`src/rtl/arb_pkg.sv`:
```
// Shared types and sizes for the 8-way round-robin arbiter.
//   arb_state_t : two-state arbitration FSM encoding (idle / grant held).
//   ARB_N_REQ   : number of requesters.
//   ARB_IDX_W   : width of a requester index.
package arb_pkg;

  localparam int ARB_N_REQ = 8;
  localparam int ARB_IDX_W = 3;

  typedef enum logic [0:0] {
    ARB_IDLE  = 1'b0,
    ARB_GRANT = 1'b1
  } arb_state_t;

endpackage

```
`src/rtl/arb_onehot_enc.sv`:
```
// One-hot to binary encoder used to derive the grant index from the next
// grant vector, so the index and the grant are registered in the same edge.
//   onehot : 8-bit grant vector (expected one-hot or zero).
//   idx    : binary index of the set bit; 3'd0 for zero or non-one-hot input.
module arb_onehot_enc
  import arb_pkg::*;
(
  input  logic [ARB_N_REQ-1:0] onehot,
  output logic [ARB_IDX_W-1:0] idx
);

  // Exact-match table: anything that is not a single set bit maps to 0.
  always_comb begin
    idx = 3'd0;
    case (onehot)
      8'h01:   idx = 3'd0;
      8'h02:   idx = 3'd1;
      8'h04:   idx = 3'd2;
      8'h08:   idx = 3'd3;
      8'h10:   idx = 3'd4;
      8'h20:   idx = 3'd5;
      8'h40:   idx = 3'd6;
      8'h80:   idx = 3'd7;
      default: idx = 3'd0;
    endcase
  end

endmodule

```
`src/rtl/rr_arbiter_8.sv`:
```
// Round-robin arbiter sharing one resource between 8 requesters.
// A winner keeps its grant until it drops its request; every tenure is
// followed by one idle cycle before the next arbitration.
//   clk       : rising-edge clock.
//   rst_n     : asynchronous active-low reset.
//   req       : level request per requester, held for the whole tenure.
//   gnt       : registered one-hot grant, zero when idle.
//   gnt_idx   : binary index of the granted requester, 0 when idle.
//   gnt_valid : high whenever gnt is non-zero.
//   timeout   : one-cycle pulse when a grant is forcibly revoked.
// Optional feature: define ARB_TIMEOUT_EN to bound every tenure to MAX_HOLD
// grant cycles. Without it, timeout is tied low and tenure is unbounded.
module rr_arbiter_8
  import arb_pkg::*;
(
  input  logic                 clk,
  input  logic                 rst_n,
  input  logic [ARB_N_REQ-1:0] req,
  output logic [ARB_N_REQ-1:0] gnt,
  output logic [ARB_IDX_W-1:0] gnt_idx,
  output logic                 gnt_valid,
  output logic                 timeout
);

  arb_state_t           state_q, state_d;
  logic [ARB_N_REQ-1:0] gnt_q, gnt_d;
  logic [ARB_IDX_W-1:0] gnt_idx_q, gnt_idx_d;
  logic                 gnt_valid_q, gnt_valid_d;
  logic [ARB_IDX_W-1:0] last_idx_q, last_idx_d;

  logic [ARB_IDX_W-1:0] pick_idx_s;
  logic [ARB_IDX_W-1:0] cand_idx_s;
  logic                 pick_found_s;

`ifdef ARB_TIMEOUT_EN
  localparam int MAX_HOLD = 16;
  localparam int HOLD_W   = $clog2(MAX_HOLD);

  logic [HOLD_W-1:0] hold_cnt_q, hold_cnt_d;
  logic              timeout_q, timeout_d;
`endif

  // Rotating-priority pick: scan from farthest to nearest after last_idx so
  // the nearest requesting slot is the one left standing.
  always_comb begin
    pick_found_s = |req;
    pick_idx_s   = 3'd0;
    cand_idx_s   = 3'd0;
    for (int k = ARB_N_REQ; k >= 1; k--) begin
      cand_idx_s = last_idx_q + ARB_IDX_W'(k);
      if (req[cand_idx_s]) begin
        pick_idx_s = cand_idx_s;
      end else begin
        pick_idx_s = pick_idx_s;
      end
    end
  end

  // Next-state and next-grant logic for the idle/grant FSM.
  always_comb begin
    state_d    = state_q;
    gnt_d      = gnt_q;
    last_idx_d = last_idx_q;
`ifdef ARB_TIMEOUT_EN
    hold_cnt_d = hold_cnt_q;
    timeout_d  = 1'b0;
`endif
    case (state_q)
      ARB_IDLE: begin
        if (pick_found_s) begin
          state_d    = ARB_GRANT;
          gnt_d      = 8'h01 << pick_idx_s;
          last_idx_d = pick_idx_s;
`ifdef ARB_TIMEOUT_EN
          hold_cnt_d = '0;
`endif
        end else begin
          gnt_d = 8'h00;
        end
      end
      ARB_GRANT: begin
        if (!req[gnt_idx_q]) begin
          state_d = ARB_IDLE;
          gnt_d   = 8'h00;
        end
`ifdef ARB_TIMEOUT_EN
        // Counter value MAX_HOLD-1 marks the last allowed grant cycle.
        // last_idx is left on the revoked owner so the others go first.
        else if (hold_cnt_q == HOLD_W'(MAX_HOLD - 1)) begin
          state_d   = ARB_IDLE;
          gnt_d     = 8'h00;
          timeout_d = 1'b1;
        end else begin
          hold_cnt_d = hold_cnt_q + HOLD_W'(1);
        end
`else
        else begin
          gnt_d = gnt_q;
        end
`endif
      end
      default: begin
        state_d = ARB_IDLE;
        gnt_d   = 8'h00;
      end
    endcase
    gnt_valid_d = |gnt_d;
  end

  arb_onehot_enc u_enc (
    .onehot (gnt_d),
    .idx    (gnt_idx_d)
  );

  // FSM state, grant outputs and rotation pointer; pointer resets to the
  // top index so requester 0 wins first.
  always_ff @(posedge clk or negedge rst_n) begin
    if (!rst_n) begin
      state_q     <= ARB_IDLE;
      gnt_q       <= 8'h00;
      gnt_idx_q   <= 3'd0;
      gnt_valid_q <= 1'b0;
      last_idx_q  <= 3'd7;
    end else begin
      state_q     <= state_d;
      gnt_q       <= gnt_d;
      gnt_idx_q   <= gnt_idx_d;
      gnt_valid_q <= gnt_valid_d;
      last_idx_q  <= last_idx_d;
    end
  end

`ifdef ARB_TIMEOUT_EN
  // Tenure counter and registered revocation pulse.
  always_ff @(posedge clk or negedge rst_n) begin
    if (!rst_n) begin
      hold_cnt_q <= '0;
      timeout_q  <= 1'b0;
    end else begin
      hold_cnt_q <= hold_cnt_d;
      timeout_q  <= timeout_d;
    end
  end

  assign timeout = timeout_q;
`else
  assign timeout = 1'b0;
`endif

  assign gnt       = gnt_q;
  assign gnt_idx   = gnt_idx_q;
  assign gnt_valid = gnt_valid_q;

endmodule
```
`config.mk`:
```
export PLATFORM = sky130hd
export DESIGN_NAME = rr_arbiter_8
export DESIGN_NICKNAME = d
export VERILOG_FILES = /design/src/rtl/arb_pkg.sv /design/src/rtl/arb_onehot_enc.sv /design/src/rtl/rr_arbiter_8.sv
export SDC_FILE = /design/constraint.sdc
export NUM_CORES = 1
export LEC_CHECK = 0
export BUFFER_PORTS_ARGS = -buffer_cell sky130_fd_sc_hd__buf_2
export CAP_MARGIN = 20
export CORE_ASPECT_RATIO = 1.2
export CORE_MARGIN = 2
export CORE_UTILIZATION = 30
export CTS_CLUSTER_DIAMETER = 40
export CTS_CLUSTER_SIZE = 28
export DETAILED_ROUTE_END_ITERATION = 7
export PLACE_DENSITY = 0.59
export SETUP_SLACK_MARGIN = 0.3
export SYNTH_ARGS = -nofsm -noshare
export SYNTH_HDL_FRONTEND = slang
export SYNTH_HIERARCHICAL = 1
export SYNTH_SLANG_ARGS = --single-unit
```
`constraint.sdc`:
```
create_clock -name clk -period 5 [get_ports clk]
set_input_delay 0.75 -clock clk [delete_from_list [all_inputs] [get_ports clk]]
set_output_delay 0.75 -clock clk [all_outputs]
set_load 0.005 [all_outputs]
```
==> results of run 1 <==
logic make-up after synthesis:
logic type	count (synthesis)	share of synthesized area, %
and+or+nand+nor	66	20.5
AOI/OAI and AO/OA	47	19.2
muxes	32	28.4
buffers and inverters	17	5.45
DFF	16	22.9
xor gates and xnor gates	4	1.98
adders and majority gates	2	1.42
other	1	0.212
synth_stat cells (all sizes together) (3+ instances only):
master / count
a21oi: 8
a221oi: 4
buf: 8
clkbuf: 3
dfrtp: 13
dfstp: 3
inv: 5
mux2: 7
mux2i: 12
mux4: 13
nand2: 28
nor2: 8
nor3: 7
nor4: 5
nor4b: 7
o21ai: 17
o31a: 3
xnor2: 3
critical path: cells and delay by family (launching register included):
family / cells / cell delay (ns)
DFF: 1 / 0.71
AOI/OAI and AO/OA: 5 / 1.39
adders and majority gates: 1 / 0.60
and+or+nand+nor: 2 / 0.20
xor gates and xnor gates: 1 / 0.17
muxes: 2 / 0.75
buffers and inverters: 1 / 0.33
layer usage:
layer	GRT usage [%]	vias to the layer above
li1	-	758
met1	19.1	759
met2	26.5	16
met3	0.690	6
met4	5.12	0
met5	0	-
state kept, by name (all words and copies together) (netlist names):
signal      flops
last_idx_q      3
gnt_idx         3
state_q         1
gnt_valid       1
gnt             8
area by class of cell:
class	count	area share, %
multi-input cells	152	64.8
flip-flops and latches	16	20.5
repair buffers	22	5.71
well taps	80	5.08
clock buffers	4	2.79
inverters	6	1.14
stage by stage:
| stage | area (sq um) | worst slack (ns) | utilization [%] |
|---|---|---|---|
| after floorplan | 1770 | 1.18 | - |
| after global placement | 1910 | 0.674 | 33.6 |
| after detailed placement | 1910 | 0.526 | 33.6 |
| after CTS | 1960 | 0.521 | 34.6 |
| after global routing | 1970 | 0.353 | 34.8 |
| final | 1970 | 0.706 | 34.8 |
worst paths after layout:
check / from / end / cells past startpoint
worst max-delay path: last_idx_q[1] / gnt_idx[1] / 12
worst min register to register: last_idx_q[2] / last_idx_q[2] / 2
max in group asynchronous: rst_n / last_idx_q[0] / 1
worst min-delay path: rst_n / gnt[1] / 1
min in group clk: last_idx_q[2] / last_idx_q[2] / 2
worst max register to register: last_idx_q[1] / gnt_idx[1] / 12
==> run summary, run 1 <==
WL met1: 1970 um
sequential share of the synthesized area: 22.9%
met2 wire length: 2480 um
Filler cells: 586
Hold WS: 0.404 ns
Antenna Nets Post-Route: 0
worst-case clock buffer depth: 2
max incr delay on CP: 0.71 ns
Final Hold Viols: 0
Max Slew Vio Count: 0
unrepaired setup endpoints after global routing: false
die height: 88.1 um
Post-synth ARST share: 100%
commonest non-fill, non-tap cell in the layout: nand2_1
TritonRoute pass-1 iters: 4
Multi-input gate area: 0.00128 sq mm
Mapped Cells: 185
total CTS buffers: 3
final period utilization: 85.9%
CORE AREA: 0.00567 sq mm
Hold Buf Count CTS: 0
total die area: 0.00653 sq mm
crit path launch type: flip-flop
IO buf count: 21
CTS root buf: clkbuf_8
Main synth FF type: dfrtp_1
register area: 404 sq um
status: finished, final reports clean
share of post-route cells with drive strength above 1: 30.0%
worst-path cell chain: clkinv_1 -> ha_2 -> mux4_2 -> mux2i_2 -> o221a_2 -> o21ai_1 -> a31oi_1 -> nand2_1 -> o21ai_1 -> xor2_1 -> a211oi_1 -> nor4b_2
Post CTS Setup Buffer Count: 0
DR vias/cell: 5.50
Crit Path Max Fanout: 14
Initial Utilization: 31.2%
GRT overflow: 0
chip width: 74.1 um
final worst clock skew: 0.00282 ns
top-area cell type share of the netlist area: 18.4%
antenna violations before repair: 0
most frequent CP cell: o21ai_1
metal3 WL: 49 um
top sig layer: met4
crit path DAT: 4.41 ns
Syn. warnings: 6
Final Non-Filler Cells: 280
Reg clk slew, reported paths: 0.06 ns
clock latency on the worst-skew pair: 0.24 ns
routed len/inst: 16.3 um
first-pass GRT wire length: 7600 um
flop2flop setup slack: 0.71 ns
detailed-route via count: 1539
Setup crit end kind: flip-flop
IO Pins: 23
Resize count post-CTS: 0
HPWL reported at the end of detailed placement: 3490 um
Crit path required time: 5.11 ns
top cell type by total area after synthesis: dfrtp_1
gpl congestion: 0.869
DRC errors left: 0
EDFF count, synth: 0
GRT Total Usage: 14.9%
vias in the first global route: 1507
CP max stage cell: dfstp_2
highest-count cells in the layout ignoring fill and taps: nand2_1, buf_2, dfrtp_1
largest net degree at the start of global routing: 24
Routed Wire Length: 4580 um
initial DRC count: 154
fmax: 233 MHz
syn avg cell area: 9.56 sq um
Area Overhead vs Synth: 11.5%
unique cell type count in the Yosys netlist: 56
CTS tree: yes
Synth Register Bits: 16
TNS Setup: 0 ns
Slew headroom: 56.1%
fin nets: 213
n_diodes: 0
total of max-cap violations: 0
Final Setup Violations: 0
HP Class: in -> async
# rows: 30
H-tree levels: 1
clock sinks: 16
syn nets: 197
crit path time final: 4.29 ns
placed cell count: 276
top post-synthesis cells by area: dfrtp_1, mux4_2, mux2i_1
Mapped Area: 0.00177 sq mm
crit path kind: reg -> reg
Slew @ Worst Pin: 0.657 ns
Power of run 1 is not shown: default switching activity piles up to over one toggle a cycle in this logic, so the estimate is an artifact.
==> inputs of run 2 (changes only) <==
--- a/config.mk
+++ b/config.mk
@@ -5,6 +5,7 @@
 export SDC_FILE = /design/constraint.sdc
 export NUM_CORES = 1
 export LEC_CHECK = 0
+export ABC_AREA = 1
 export BUFFER_PORTS_ARGS = -buffer_cell sky130_fd_sc_hd__buf_2
 export CAP_MARGIN = 20
 export CORE_ASPECT_RATIO = 1.2
==> run summary, run 2 <==
status: finished, final reports clean
Crit Path Max Fanout: 12 (-2)
gpl congestion: 0.899 (+3.5%)
crit path launch type: flip-flop
Reg2Reg Depth: 20 (+8)
fin nets: 285 (+34%)
CORE AREA: 0.00526 sq mm (-7.2%)
Synth Register Bits: 16 (unchanged)
GRT met3 Usage: 1.32% (+0.63 points)
antenna violations before repair: 0 (unchanged)
crit path kind: reg -> reg
GRT Total Usage: 13.7% (-1.1 points)
unique cell type count in the Yosys netlist: 32 (-43%)
commonest non-fill, non-tap cell in the layout: nand2_1
syn nets: 264 (+34%)
n_diodes: 0 (unchanged)
TritonRoute pass-1 iters: 4 (unchanged)
HPWL reported at the end of detailed placement: 3290 um (-5.7%)
Final Hold Viols: 0 (unchanged)
die height: 84.8 um (-3.8%)
Mapped Cells: 252 (+36%)
DR vias/cell: 4.71 (-14%)
total CTS buffers: 3 (unchanged)
Post-synth top cells: nand2_1, nand3_1, nor2_1
final period utilization: 61.5% (-24 points)
TNS Setup: 0 ns (unchanged)
chip width: 71.3 um (-3.8%)
HP Class: in -> async
Routed Wire Length: 3900 um (-15%)
routed len/inst: 11.7 um (-29%)
GRT met1 Usage: 17.2% (-1.9 points)
Hold Buf Count CTS: 0 (unchanged)
H-tree levels: 1 (unchanged)
global routing's busiest layer: met2
top cell type by total area after synthesis: dfrtp_1
Crit path required time: 5.19 ns (+0.08 ns)
clock latency on the worst-skew pair: 0.25 ns (about the same)
share of post-route cells with drive strength above 1: 27.6% (-2.4 points)
Main synth FF type: dfrtp_1
IO Pins: 23 (unchanged)
GRT overflow: 0 (unchanged)
grt met2 use: 25.0% (-1.5 points)
total of max-cap violations: 0 (unchanged)
Initial Utilization: 31.0% (-0.21 points)
top post-synthesis cells by area: dfrtp_1, nand2_1, nand3_1
# rows: 29 (-3.3%)
Antenna Nets Post-Route: 0 (unchanged)
highest-count cells in the layout ignoring fill and taps: nand2_1, nand3_1, nor2_1
fmax: 325 MHz (+40%)
EDFF count, synth: 0 (unchanged)
CTS root buf: clkbuf_8
Post-synth ARST share: 100% (unchanged)
Hold WS: 0.410 ns (+0.00599 ns)
CTS tree: yes
largest net degree at the start of global routing: 17 (-29%)
crit path DAT: 3.27 ns (-1.14 ns)
Setup crit end kind: flip-flop
Resize count post-CTS: 0 (unchanged)
detailed-route via count: 1574 (+2.3%)
clock sinks: 16 (unchanged)
unrepaired setup endpoints after global routing: false
syn avg cell area: 6.47 sq um (-32%)
IO buf count: 21 (unchanged)
Mapped Area: 0.00163 sq mm (-7.8%)
worst-case clock buffer depth: 2 (unchanged)
crit path time final: 3.08 ns (-1.22 ns)
final worst clock skew: 0.00387 ns (+0.00105 ns)
Max Slew Vio Count: 0 (unchanged)
first-pass GRT wire length: 6810 um (-10%)
Final Setup Violations: 0 (unchanged)
Final Non-Filler Cells: 334 (+19%)
Largest register FFs: 8 (unchanged)
placed cell count: 330 (+20%)
sequential share of the synthesized area: 24.8% (+1.9 points)
Reg clk slew, reported paths: 0.07 ns (about the same)
Area Overhead vs Synth: 11.3%
Syn. warnings: 6 (unchanged)
cell with the most instances after synthesis: nand2_1
initial DRC count: 69 (-55%)
Post CTS Setup Buffer Count: 0 (unchanged)
total die area: 0.00604 sq mm (-7.4%)
DRC errors left: 0 (unchanged)
top-area cell type share of the netlist area: 20.0% (+1.6 points)
vias in the first global route: 1545 (+2.5%)
-- run 2: changes by cell type after synthesis, sizes merged, moves of 4 or more --
cell,delta
nor4,-4
nor4b,-7
mux4,-13
inv,+30
nand3,+44
nor3,-7
mux2i,-12
mux2,-6
o21ai,-12
nand2,+59
nor2,+26
a221oi,-4
-- run 2: worst paths after layout --
path / from / endpoint / slack (ns)
worst min register to register: gnt[0] / gnt[0] / 0.54
worst max register to register: last_idx_q[0] / gnt_idx[1] / 1.92
min in group clk: gnt[0] / gnt[0] / 0.54
max in group asynchronous: rst_n / last_idx_q[1] / 4.28
worst max-delay path: last_idx_q[0] / gnt_idx[1] / 1.92
worst min-delay path: rst_n / gnt[6] / 0.41
-- run 2: critical path, cell delays in order (launching register included) --
cell,delay [ns]
dfstp_2,0.65
inv_4,0.12
ha_1,0.39
inv_1,0.18
nand3_1,0.14
nand3_2,0.13
nand2_2,0.09
a21oi_2,0.10
nand3_1,0.08
nand2_1,0.06
nand2_1,0.06
nand2_2,0.09
nand2_4,0.06
nand2_4,0.09
nor2_1,0.06
a21oi_2,0.13
inv_1,0.11
nor2_2,0.17
nand2_2,0.08
nand3b_1,0.16
nand2_1,0.06
-- run 2: cell families (layout without fill, tap and decap cells) --
family                     after synthesis  after routing  share of synthesized area [%]
muxes                                    1              1                          0.691
DFF                                     16             16                           24.8
AOI/OAI and AO/OA                       14             14                           5.45
buffers and inverters                   40             60                           11.8
other                                    1              1                          0.230
adders and majority gates                2              2                           1.53
xor gates and xnor gates                 4              4                           2.15
and+or+nand+nor                        174            174                           53.3
-- run 2: routing by layer --
layer	vias up	share of wire [%]
li1	836	-
met5	-	0
met4	0	0.49
met1	698	43
met2	38	53
met3	2	3.8
-- run 2: through the flow --
| stage | instance area [sq um] | util [%] | worst slack [ns] |
|---|---|---|---|
| after floorplan | 1630 | - | 2.20 |
| after CTS | 1810 | 34.5 | 1.91 |
| after global routing | 1810 | 34.5 | 1.58 |
| final | 1810 | 34.5 | 1.92 |
| after global placement | 1760 | 33.4 | 2.00 |
| after detailed placement | 1760 | 33.4 | 1.93 |
-- run 2: final cells by class --
type,count,area [sq um]
fill,574,3450
multi-input combinational,196,1030
inverter,35,139
sequential,16,404
tap,62,77.6
clock buffer,4,55.1
timing repair buffer,21,105
Power of run 2 is left out for the same reason.
